**src/rtl/axi_slave_rd_rsp_push_fsm.sv**
```systemverilog
// Purpose : push stage of the AXI slave read-response path; turns TL read completions into AXI R beats.
// Latency : first beat can be pushed the cycle after the header is accepted; one IDLE cycle per header.
// Backpres: buf_full stalls the burst (no push, no payload accept); hdr_ready is held low for the whole burst.
//
// Ports:
//   clk, arst             clock and synchronous active-low reset
//   hdr_valid/hdr_ready   completion header handshake; hdr_id, hdr_len (beats-1), hdr_resp (AXI RESP)
//   dat_valid/dat_ready   payload beat handshake; dat_data
//   buf_full              downstream response buffer cannot take a beat this cycle
//   push                  write strobe into the response buffer, with push_id/_data/_resp/_last
//   busy                  a burst is in progress

module axi_slave_rd_rsp_push_fsm #(
    parameter int DATA_W = 256,
    parameter int ID_W   = 8,
    parameter int LEN_W  = 8
) (
    input  logic              clk,
    input  logic              arst,
    input  logic              hdr_valid,
    output logic              hdr_ready,
    input  logic [ID_W-1:0]   hdr_id,
    input  logic [LEN_W-1:0]  hdr_len,
    input  logic [1:0]        hdr_resp,
    input  logic              dat_valid,
    output logic              dat_ready,
    input  logic [DATA_W-1:0] dat_data,
    input  logic              buf_full,
    output logic              push,
    output logic [ID_W-1:0]   push_id,
    output logic [DATA_W-1:0] push_data,
    output logic [1:0]        push_resp,
    output logic              push_last,
    output logic              busy
);

    localparam logic [1:0] RESP_OKAY = 2'b00;

    typedef enum logic [1:0] {
        IDLE      = 2'd0,
        PUSH_DATA = 2'd1,
        PUSH_ERR  = 2'd2
    } state_t;

    state_t             state_q, state_d;
    logic [LEN_W-1:0]   cnt_q,   cnt_d;
    logic [LEN_W-1:0]   len_q,   len_d;
    logic [ID_W-1:0]    id_q,    id_d;
    logic [1:0]         resp_q,  resp_d;

    // State and burst context registers.
    always_ff @(posedge clk) begin
        if (!arst) begin
            state_q <= IDLE;
            cnt_q   <= '0;
            len_q   <= '0;
            id_q    <= '0;
            resp_q  <= '0;
        end else begin
            state_q <= state_d;
            cnt_q   <= cnt_d;
            len_q   <= len_d;
            id_q    <= id_d;
            resp_q  <= resp_d;
        end
    end

    // Next state and outputs. Everything is gated by arst so that a
    // reset cycle never pushes or handshakes, even mid-burst.
    always_comb begin
        state_d   = state_q;
        cnt_d     = cnt_q;
        len_d     = len_q;
        id_d      = id_q;
        resp_d    = resp_q;
        hdr_ready = 1'b0;
        dat_ready = 1'b0;
        push      = 1'b0;
        push_id   = '0;
        push_data = '0;
        push_resp = RESP_OKAY;
        push_last = 1'b0;
        busy      = 1'b0;

        if (arst) begin
            busy = (state_q != IDLE);
            unique case (state_q)
                IDLE: begin
                    hdr_ready = 1'b1;
                    if (hdr_valid) begin
                        id_d    = hdr_id;
                        len_d   = hdr_len;
                        resp_d  = hdr_resp;
                        cnt_d   = hdr_len;
                        state_d = (hdr_resp == RESP_OKAY) ? PUSH_DATA : PUSH_ERR;
                    end
                end

                PUSH_DATA: begin
                    // Payload is only accepted when the buffer can take it,
                    // so the beat handshake and the push are the same event.
                    dat_ready = !buf_full;
                    push      = dat_valid && !buf_full;
                    push_id   = id_q;
                    push_data = dat_data;
                    push_resp = RESP_OKAY;
                    push_last = (cnt_q == '0);
                    if (push) begin
                        if (cnt_q == '0) begin
                            state_d = IDLE;
                        end else begin
                            cnt_d = cnt_q - LEN_W'(1);
                        end
                    end
                end

                PUSH_ERR: begin
                    // Error bursts are synthesised locally: no payload is
                    // consumed, each beat carries zero data and the latched RESP.
                    push      = !buf_full;
                    push_id   = id_q;
                    push_data = '0;
                    push_resp = resp_q;
                    push_last = (cnt_q == '0);
                    if (push) begin
                        if (cnt_q == '0) begin
                            state_d = IDLE;
                        end else begin
                            cnt_d = cnt_q - LEN_W'(1);
                        end
                    end
                end

                default: begin
                    state_d = IDLE;
                end
            endcase
        end
    end

    // Invariants: never write into a full buffer, and the remaining-beat
    // count can only fall from the loaded length.
    always_ff @(posedge clk) begin
        if (arst) begin
            assert (!(push && buf_full));
            if (state_q != IDLE) begin
                assert (cnt_q <= len_q);
            end
        end
    end

endmodule

```
**config.mk**
```make
export PLATFORM = sky130hd
export DESIGN_NAME = axi_slave_rd_rsp_push_fsm
export DESIGN_NICKNAME = d
export VERILOG_FILES = /design/src/rtl/axi_slave_rd_rsp_push_fsm.sv
export SDC_FILE = /design/constraint.sdc
export NUM_CORES = 1
export LEC_CHECK = 0
export CORE_AREA = 8 8 206 208
export DETAILED_ROUTE_END_ITERATION = 7
export DIE_AREA = 0 0 214 216
export PLACE_DENSITY = 0.39
export SLEW_MARGIN = 0
export SYNTH_ARGS = -nofsm -noshare
export SYNTH_HDL_FRONTEND = slang
export SYNTH_SLANG_ARGS = --single-unit
```
**constraint.sdc**
```tcl
create_clock -name clk -period 3.7 [get_ports clk]
set_input_delay 0.555 -clock clk [delete_from_list [all_inputs] [get_ports clk]]
set_output_delay 0.555 -clock clk [all_outputs]
set_load 0.01 [all_outputs]
```
; ---- Word level (Yosys, flattened, before mapping)
; Cells that the tools add are included.
[totals]
out_inout_bits = 271
elab_cells = 47
in_bits = 279
ff_bits = 20
[classes]
reduce_logical = 11
n_addsub = 1
eq_ne = 5
n_mux = 26
[ops]
columns = op, n
row1 = 2-to-1 mux 256 bit, 2
row2 = 2-to-1 mux 8 bit, 6
row3 = case mux 8 bit (3 select lines), 1
row4 = 2-to-1 mux 2 bit, 7
row5 = logical NOT 8 bit, 1
row6 = 2-to-1 mux 1 bit, 8
row7 = subtractor 8 x 1 -> 8 bit (second input constant), 1
row8 = != test 2 bit (second input constant), 3
row9 = case mux 2 bit (3 select lines), 1
row10 = logical NOT 2 bit, 2
row11 = AND reduction 4 bit, 1
row12 = AND reduction 3 bit, 1
row13 = nonzero test 3 bit, 1
row14 = == test 2 x 1 -> 1 bit (second input constant), 1
row15 = == test 2 bit (second input constant), 1
row16 = case mux 1 bit (2 select lines), 1
row17 = AND reduction 2 bit, 1
row18 = nonzero test 2 bit, 1
row19 = OR reduction 2 bit, 1
row20 = logical AND 1 bit, 1
row21 = logical NOT 1 bit, 1

; ---- Depth between registers and ports, before layout
; Gate-level depths: netlist of the first run.
[depth]
word_depth = 4
depth_mapped = 8
mapped_depth_nobuf = 6

; ---- Least setup slack after synthesis of the first run
; Ideal clock, no wire load.
[synth_timing]
kind = reg-to-output
start = register state_q[0]
end = output push
t_required_ns = 3.145
stages_incl_launch_ff = 7
n_path_buf = 2
arrival_ns = 1.611
path_slack_ns = 1.534
cell_sequence = dfxtp_1 -> inv_1 -> ha_1 -> clkbuf_1 -> clkbuf_1 -> nand2_1 -> nor3_1
[synth_between]
elab_chain_len = 3
word_cells_on_any_way = 4
classes_between = eq/ne: 2 / mux: 2
[synth_lines]
columns = element, line_no
row1 = "start, declared", 45  ; state_t state_q, state_d;
row2 = "start signal, assigned", 60  ; state_q <= state_d;
row3 = == test 2 bit / == test 2 x 1 -> 1 bit (equally long branches), 87  ; unique case (state_q)
row4 = case mux 1 bit (2 select lines) *, 87
row5 = 2-to-1 mux 1 bit *, 85  ; if (arst) begin
row6 = "end, declared", 29  ; output logic push,
; Mark *: on every way between the ends. The rest lies on a longest branch, timed or not.

; ---- Worst setup path after layout of the first run
[layout_timing]
start = register state_q[1]
end = output push_data[141]
[layout_between]
elab_chain_len = 3
[layout_lines]
columns = element, line_no
row1 = == test 2 x 1 -> 1 bit, 87
row2 = 2-to-1 mux 256 bit, 87
row3 = 2-to-1 mux 256 bit, 85
row4 = "end, declared", 31  ; output logic [DATA_W-1:0] push_data,
; Every way passes these cells.

==> results_dict.tcl, run 1 <==
set metrics [dict create \
    fin_ws_ps 714 \
    tightest_slew_ps 805 \
    synthToLayoutAreaGrowth_pct 200 \
    yosys_warnings 0 \
    worst_ep_arrival_time_ps 2430 \
    die_x_um 214 \
    skew_ps 4.81 \
    drtIter0Drc 271 \
    via_per_inst 3.64 \
    dp_hpwl_um 27300 \
    fin_crit_sh_pct 80.7 \
    yosysTopAreaCellShare_pct 54.9 \
    core_region_area_sq_um 39200 \
    crit_path_max_fanout 55 \
    setup_viol 0 \
    worstRegToRegCells 6 \
    dr.pass1.iters 4 \
    synth_seq_cells 20 \
    ys_types 34 \
    period_needed_ps 2990 \
    placed_cells 1491 \
    cts_sinks 20 \
    whs_endpoint "resp_q[0]" \
    drc_errors 0 \
    r2r-start "state_q[0]" \
    max-vdd-ir-drop_v 0.000198 \
    status "finished, final reports clean" \
    cts.htree.levels 1 \
    tns_ps 0 \
    dieArea_sq_um 46200 \
    cts_resized 0 \
    grt-ovfl-total 0 \
    power_w 0.00235 \
    clockRootBuffer "clkbuf_16" \
    grt_usage_pct 12.9 \
    post_cts.repair.setup_buffers 0 \
    final_cells 1499 \
    cts_made_buffers 3 \
    relSlewSlack_pct 45.9 \
    synth_nets 761 \
    placed_area_sq_um 9060 \
    finalMaxSlewViolations 0 \
    syn_avg_cell_area_sq_um 6.41 \
    grt_pass1_wl_um 45000 \
    path_class "flip-flop to primary output" \
    timing.rr.end "state_q[1]" \
    wl_um 32600 \
    vias 5458 \
    boundaryPins 550 \
    cp_cell_sequence "inv_1 > ha_4 > buf_4 > and3_1 > clkdlybuf4s50_1" \
    rsz0062_at_grt "false" \
    crit_required_ps 3140 \
    hold_viol 0 \
    ff2ff_setup_slack_ps 1420 \
    max_freq_mhz 335 \
    synth_top_cell_by_area "and3_1" \
    holdCritStartpoint "resp_q[0]" \
    yosysMostFrequentCell "and3_1" \
    dp_slack_ps 960 \
    sequentialPowerShare_pct 15.6 \
    synthCells 476 \
    nFillCells 4309 \
    yosysSeqAreaShare_pct 13.1 \
    clkLatencyLatePin_ps 250 \
    hold_class "flip-flop to flip-flop" \
    intPower_w 0.00132 \
    cts_hold_buf 0 \
    io_buffers 549 \
    drive_gt1_share_pct 2.16 \
    critPathLaunchType "flip-flop" \
    max_stage_delay_ps 620 \
    cp-startpoint "state_q[1]" \
    cp_slowest_cell "clkdlybuf4s50_1" \
    switchingPower_w 0.00102 \
    swShare_pct 43.5 \
    clockBufferDepth 2 \
    grt_pass1_vias 5634 \
    cap_violations 0 \
    gp_congestion 0.810 \
    clk_pin_slew_ps 60 \
    powerDensity_nw_per_um2 256 \
    multiInputGateArea_sq_um 2350 \
    die_h_um 216 \
    async_flop_share_pct 0 \
    routedWlPerCell_um 21.8 \
    initial_core_util_pct 7.79 \
    yosys-top-cells-area "and3_1 (55%), dfxtp_1 (13%), clkbuf_1 (8.0%)" \
    layout.nets 1256 \
    clock_power_share_pct 10.5 \
    tritoncts "done" \
    synth-edff-count 0 \
    synth_common_cells "and3_1 (268), clkbuf_1 (65), nand2_1 (30)" \
    ys_dominant_reg_cell "dfxtp_1" \
    drtAntennaViolNets 0 \
    row_count 73 \
    grt_max_degree 83 \
    final_area_sq_um 9160 \
    p_leak_nw 4.14 \
    antenna_found_initial 8 \
    combPwrFrac_pct 73.9 \
    seqCellArea_sq_um 400 \
    whs_path_depth 2 \
    syn-cell-area_sq_um 3050 \
    end_kind "primary output" \
]
## worst max path at each step
stage | to | slack [ps] | cells after the start
after detailed placement | push_data[99] | 960 | 4
after floorplan | push | 1530 | 6
after global placement | push_data[141] | 980 | 4
after CTS | push_data[88] | 700 | 5
after global routing | push_data[88] | 580 | 5
final | push_data[141] | 710 | 5
## metrics by stage
stage	hold slack, ps	utilization [%]
floorplan	432	-
global placement	442	23.1
detailed placement	448	23.1
CTS	455	23.3
global route	473	23.4
finish	451	23.4
## layer usage
layer / vias to the layer above / track usage (%) / routed length [um]
met5: - / 0 / 41
met2: 243 / 24.3 / 17200
met4: 6 / 1.93 / 306
li1: 2708 / - / -
met3: 18 / 4.28 / 2440
met1: 2483 / 14.0 / 12700
## placed cells by master (no fill, tap or decap), drive strengths merged, types with 5 or more instances in the layout
cell type	count
clkdlybuf4s50	548
and3	268
nand2	30
a21oi	21
dfxtp	20
buf	10
inv	9
nor2	9
nor3	7
o32ai	6
ha	6
o21ai	5
## layout make-up
cell class | count | area share, %
Inverter | 9 | 0.369
Sequential cell | 20 | 4.37
Antenna cell | 4 | 0.109
Tap cell | 525 | 7.17
Clock buffer | 4 | 0.970
Timing Repair Buffer | 558 | 61.3
Multi-Input combinational cell | 379 | 25.7
## cells by family (layout without fill, tap and decap cells)
group                      Yosys count  count (layout)  share of synthesized area (%)
muxes                                1               1                          0.328
AOI/OAI and AO/OA                   42              42                           8.73
other                                0               4                              0
adders and majority gates            6               6                           2.46
buffers and inverters               77             571                           10.2
and+or+nand+nor                    330             330                           65.2
DFF                                 20              20                           13.1
## critical path: cells and delay by family, from the launching register on
| kind | cells | cell delay (ps) |
|---|---|---|
| buffers and inverters | 3 | 1250 |
| DFF | 1 | 340 |
| and+or+nand+nor | 1 | 240 |
| adders and majority gates | 1 | 310 |
## power groups by stage
stage,Sequential [W],Combinational [W],Clock (W)
floorplan,0.000349,0.000874,0
global placement,0.000370,0.00175,0
detailed placement,0.000369,0.00174,0
CTS,0.000365,0.00175,0.000254
global route,0.000379,0.00188,0.000264
finish,0.000365,0.00173,0.000247
## sequential cells by signal, summed over array words and instances (netlist names)
| signal | cells |
|---|---|
| cnt_q | 8 |
| id_q | 8 |
| state_q | 2 |
| resp_q | 2 |
Note: power is estimated with default switching activity, not from simulation.
==> run 2: changes to the inputs <==
CORE_AREA = 8 8 207 209   (was 8 8 206 208)
DIE_AREA = 0 0 215 217   (was 0 0 214 216)
PLACE_DENSITY = 0.4   (was 0.39)
clock period = 2.7 ns   (was 3.7 ns; I/O delays follow)
==> run 2 against run 1 <==
  * Die area increased by 0.93%
  * Setup slack got worse by 530 ps
  * Largest cell class unchanged
  * Via count increased by 4.2%
==> results_dict.tcl, run 2 (synthesized netlist as in run 1, its figures left out) <==
set metrics [dict create \
    core_region_area_sq_um 39500 \
    via_per_inst 3.75 \
    dp_hpwl_um 30000 \
    dr.pass1.iters 4 \
    endpoint "push" \
    row_count 73 \
    die_h_um 217 \
    fin_ws_ps 187 \
    critPathLaunchType "flip-flop" \
    io_buffers 549 \
    path_class "flip-flop to primary output" \
    antenna_found_initial 17 \
    synthToLayoutAreaGrowth_pct 207 \
    intPower_w 0.00197 \
    period_needed_ps 2510 \
    grt_pass1_vias 5842 \
    drtAntennaViolNets 0 \
    cts_resized 0 \
    layout.nets 1270 \
    cts_made_buffers 3 \
    timing.rr.end "cnt_q[0]" \
    worst_ep_arrival_time_ps 2110 \
    tightest_slew_ps 778 \
    rsz0062_at_grt "false" \
    max-vdd-ir-drop_v 0.000302 \
    routedWlPerCell_um 23.5 \
    grt_pass1_wl_um 48300 \
    final_common_cell "clkdlybuf4s50_1" \
    clockBufferDepth 2 \
    cts.htree.levels 1 \
    grt_usage_pct 14.0 \
    dieArea_sq_um 46700 \
    drtIter0Drc 232 \
    clk_pin_slew_ps 60 \
    cp-startpoint "state_q[0]" \
    end_kind "primary output" \
    cts_hold_buf 0 \
    worstRegToRegCells 6 \
    die_x_um 215 \
    final_cell_mix "clkdlybuf4s50_1 (548), and3_1 (268), nand2_1 (30)" \
    placed_area_sq_um 9200 \
    power_w 0.00341 \
    sequentialPowerShare_pct 14.6 \
    hold_viol 0 \
    boundaryPins 550 \
    dp_slack_ps 211 \
    gp_congestion 0.832 \
    vias 5689 \
    drc_errors 0 \
    swShare_pct 42.4 \
    finalMaxSlewViolations 0 \
    tns_ps 0 \
    tritoncts "done" \
    drive_gt1_share_pct 3.56 \
    clockRootBuffer "clkbuf_16" \
    grt_max_degree 63 \
    hold_class "flip-flop to flip-flop" \
    combPwrFrac_pct 73.1 \
    relSlewSlack_pct 47.7 \
    clock_power_share_pct 12.3 \
    reg_top3 "cnt_q (8), id_q (8)" \
    cts_sinks 20 \
    fin_util_pct 23.7 \
    r2r-start "state_q[0]" \
    grt-ovfl-total 0 \
    wl_um 35600 \
    crit_path_max_fanout 10 \
    status "finished, final reports clean" \
    crit_required_ps 2300 \
    final_area_sq_um 9360 \
    clkLatencyLatePin_ps 260 \
    p_leak_nw 4.24 \
    skew_ps 2.72 \
    ff2ff_setup_slack_ps 480 \
    powerDensity_nw_per_um2 364 \
    max_freq_mhz 398 \
    fin_crit_sh_pct 93.1 \
    initial_core_util_pct 7.73 \
    switchingPower_w 0.00144 \
    setup_viol 0 \
    cap_violations 0 \
]
run 2: worst min-delay path by stage:
| stage | to | slack (ps) | start | cells past startpoint |
|---|---|---|---|---|
| after floorplan | id_q[0] | 430 | id_q[0] | 2 |
| after global placement | id_q[1] | 440 | id_q[1] | 2 |
| after detailed placement | resp_q[0] | 440 | resp_q[0] | 2 |
| after CTS | resp_q[0] | 450 | resp_q[0] | 2 |
| after global routing | resp_q[0] | 470 | resp_q[0] | 2 |
| final | resp_q[1] | 450 | resp_q[1] | 2 |
run 2: layer usage:
layer	global-route usage, %	vias up	part of all wire [%]
met5	0	-	0.29
met2	24.8	275	49
met4	2.50	18	1.7
met3	6.49	42	10
li1	-	2747	-
met1	15.3	2607	39
run 2: timing repair:
action,4_1_cts,5_1_grt
pin swaps,0,0
setup buffers,1,3
setup endpoints to repair,47,14
run 2: final cells by class:
type,count,area [sq um]
inverters,9,33.8
clock inverters,1,30.0
repair buffers,572,5800
flip-flops and latches,20,400
multi-input cells,379,2350
diodes,7,17.5
fillers,4358,30100
clock buffers,3,75.1
well taps,525,657
run 2: metrics by stage:
| stage | hold slack [ps] | instances |
|---|---|---|
| 6_report | 449 | 1516 |
| 5_1_grt | 467 | 1510 |
| 4_1_cts | 453 | 1506 |
| 3_5_place_dp | 444 | 1501 |
| 3_3_place_gp | 438 | 1501 |
| 2_1_floorplan | 432 | 476 |
run 2: power by group through the flow:
stage	Sequential [W]	Clock (W)	Combinational [W]
detailed placement	0.000504	0	0.00247
CTS	0.000497	0.000426	0.00250
global placement	0.000501	0	0.00249
floorplan	0.000478	0	0.00120
global route	0.000515	0.000437	0.00271
finish	0.000499	0.000419	0.00249
run 2: worst max-delay path, cell delays in order, from the launching register on:
cell,delay (ps)
dfxtp_1,410
inv_1,100
ha_1,460
nand2_1,110
nor3_1,180
clkdlybuf4s50_1,590
==> run 3: changes to the inputs <==
ABC_AREA = 1   (was not set)
CORE_AREA = 8 8 209 211   (was 8 8 207 209)
DIE_AREA = 0 0 217 219   (was 0 0 215 217)
==> run 3 against run 2 <==
  * Clock power about the same
  * Non-clock buffer count is 3 lower
  * Sequential power is 11% lower
  * Via count down 0.37%
  * Clock skew shrank 0.80 ps
  * Global-route usage shrank 2.3 points
  * Core utilization rose by 0.21 points
  * Die area grew 1.9%
  * Setup slack worse by 92 ps
  * Hold slack better by 4.3 ps
  * Final cell count increased by 19%
  * Critical endpoint is now push_data[132]
  * Largest cell class unchanged
  * Largest power group unchanged
==> results_dict.tcl, run 3 <==
set metrics [dict create \
    status "finished, final reports clean" \
    cts.htree.levels 1 \
    boundaryPins 550 \
    hold_class "flip-flop to flip-flop" \
    clockRootBuffer "clkbuf_16" \
    synth_top_cell_by_area "nor2_1" \
    period_needed_ps 2610 \
    drive_gt1_share_pct 2.91 \
    powerDensity_nw_per_um2 363 \
    grt_pass1_vias 5649 \
    ys_dominant_reg_cell "dfxtp_1" \
    sequentialPowerShare_pct 12.7 \
    clock_power_share_pct 11.9 \
    cts_resized 0 \
    via_per_inst 3.14 \
    worst_ep_arrival_time_ps 2200 \
    cts_made_buffers 3 \
    holdWs_ps 453 \
    skew_ps 1.92 \
    grt_pass1_wl_um 41600 \
    intPower_w 0.00202 \
    grt_usage_pct 11.7 \
    die_h_um 219 \
    die_x_um 217 \
    dr.pass1.iters 4 \
    cap_violations 0 \
    cts_hold_buf 0 \
    synth-edff-count 0 \
    clkLatencyLatePin_ps 260 \
    switchingPower_w 0.00149 \
    dp_hpwl_um 27400 \
    yosysSeqAreaShare_pct 12.2 \
    grt_max_degree 37 \
    grt-ovfl-total 0 \
    placed_cells 1798 \
    reg_top3 "cnt_q (8), id_q (8)" \
    end_kind "primary output" \
    final_cell_mix "clkdlybuf4s50_1 (548), nor2_1 (287), inv_1 (278)" \
    vias 5668 \
    fin_crit_sh_pct 96.5 \
    swShare_pct 42.4 \
    hold_viol 0 \
    async_flop_share_pct 0 \
    placed_area_sq_um 9540 \
    combPwrFrac_pct 75.4 \
    yosysMostFrequentCell "nor2_1" \
    yosys_warnings 0 \
    crit_path_max_fanout 36 \
    antenna_found_initial 6 \
    tightest_slew_ps 531 \
    synthCells 730 \
    rsz0062_at_grt "false" \
    final_cells 1807 \
    dieArea_sq_um 47500 \
    synthToLayoutAreaGrowth_pct 194 \
    drtIter0Drc 204 \
    finalMaxSlewViolations 0 \
    synth_common_cells "nor2_1 (287), inv_1 (278), nand2_1 (41)" \
    yosys-top-cells-area "nor2_1 (33%), inv_1 (32%), dfxtp_1 (12%)" \
    ys_types 24 \
    setup_viol 0 \
    drc_errors 0 \
    max_freq_mhz 384 \
    relSlewSlack_pct 64.5 \
    tns_ps 0 \
    syn_avg_cell_area_sq_um 4.50 \
    synth_seq_cells 20 \
    post_cts.repair.setup_buffers 0 \
    clk_pin_slew_ps 60 \
    row_count 74 \
    io_buffers 549 \
    core_region_area_sq_um 40400 \
    gp_congestion 0.850 \
    tritoncts "done" \
    fin_util_pct 23.9 \
    syn-cell-area_sq_um 3280 \
    routedWlPerCell_um 16.8 \
    final_area_sq_um 9660 \
    critPathLaunchType "flip-flop" \
    layout.nets 1556 \
    yosysTopAreaCellShare_pct 32.8 \
    cts_sinks 20 \
    max-vdd-ir-drop_v 0.000255 \
    clockBufferDepth 2 \
    crit_required_ps 2300 \
    synth_nets 1015 \
    p_leak_nw 4.73 \
    drtAntennaViolNets 0 \
    wl_um 30400 \
    initial_core_util_pct 8.14 \
    path_class "flip-flop to primary output" \
    final_common_cell "clkdlybuf4s50_1" \
]
-- run 3: cell types whose count changed after synthesis, sizes merged, moves of 4 or more --
cell	change
nand3	+9
o32ai	-6
nor3	-5
buf	+27
and3	-268
clkbuf	-62
o21ai	+16
a21oi	-4
nand2	+14
nor2	+282
inv	+272
-- run 3: path summary, 6_finish.rpt --
kind | from | slack, ps | end | cells past startpoint
setup / recovery | state_q[1] | 90 | push_data[132] | 7
hold / removal | id_q[2] | 450 | id_q[2] | 2
setup reg to reg | state_q[0] | 910 | cnt_q[7] | 8
hold reg to reg | id_q[2] | 450 | id_q[2] | 2
-- run 3: cell families (layout without fill, tap and decap cells) --
group	Yosys count	in the layout	share of synthesized area, %
compound gates	39	39	6.02
fa+ha+maj	6	6	2.29
buf+inv	315	855	37.1
flops	20	20	12.2
other cells	0	5	0
simple gates	350	350	42.4
-- run 3: worst max-delay path, stage by stage, from the launching register on --
cell and delay [ps]:
dfxtp_1 330, inv_1 100, ha_1 270, nand2_4 80, buf_12 170, buf_12 210, nor2_1 130, clkdlybuf4s50_1 590
-- run 3: stage by stage --
| stage | power [W] | setup WS, ps |
|---|---|---|
| floorplan | 0.00163 | 934 |
| global placement | 0.00314 | 94.5 |
| detailed placement | 0.00314 | 108 |
| CTS | 0.00357 | 77.9 |
| global route | 0.00380 | 0.794 |
| finish | 0.00351 | 94.8 |
-- run 3: metal layers --
layer,global-route usage (%),vias up,share of wire (%)
met2,21.8,227,52
met3,3.55,19,8.1
met4,1.74,4,1.2
li1,-,3025,-
met5,0,-,0.089
met1,13.2,2393,39
-- run 3: area by class of cell --
type,count,area [sq um]
inverter,282,1060
multi-input combinational,395,1670
timing repair buffer,569,5750
sequential,20,400
clock inverter,1,30.0
tap,532,666
clock buffer,3,75.1
fill,4576,30700
antenna,5,12.5
-- run 3: power groups by stage --
stage	combinational (W)	clock [W]	sequential [W]
after floorplan	0.00119	0	0.000435
after global placement	0.00269	0	0.000450
after detailed placement	0.00269	0	0.000450
after CTS	0.00270	0.000428	0.000444
after global routing	0.00290	0.000441	0.000456
final	0.00264	0.000417	0.000445
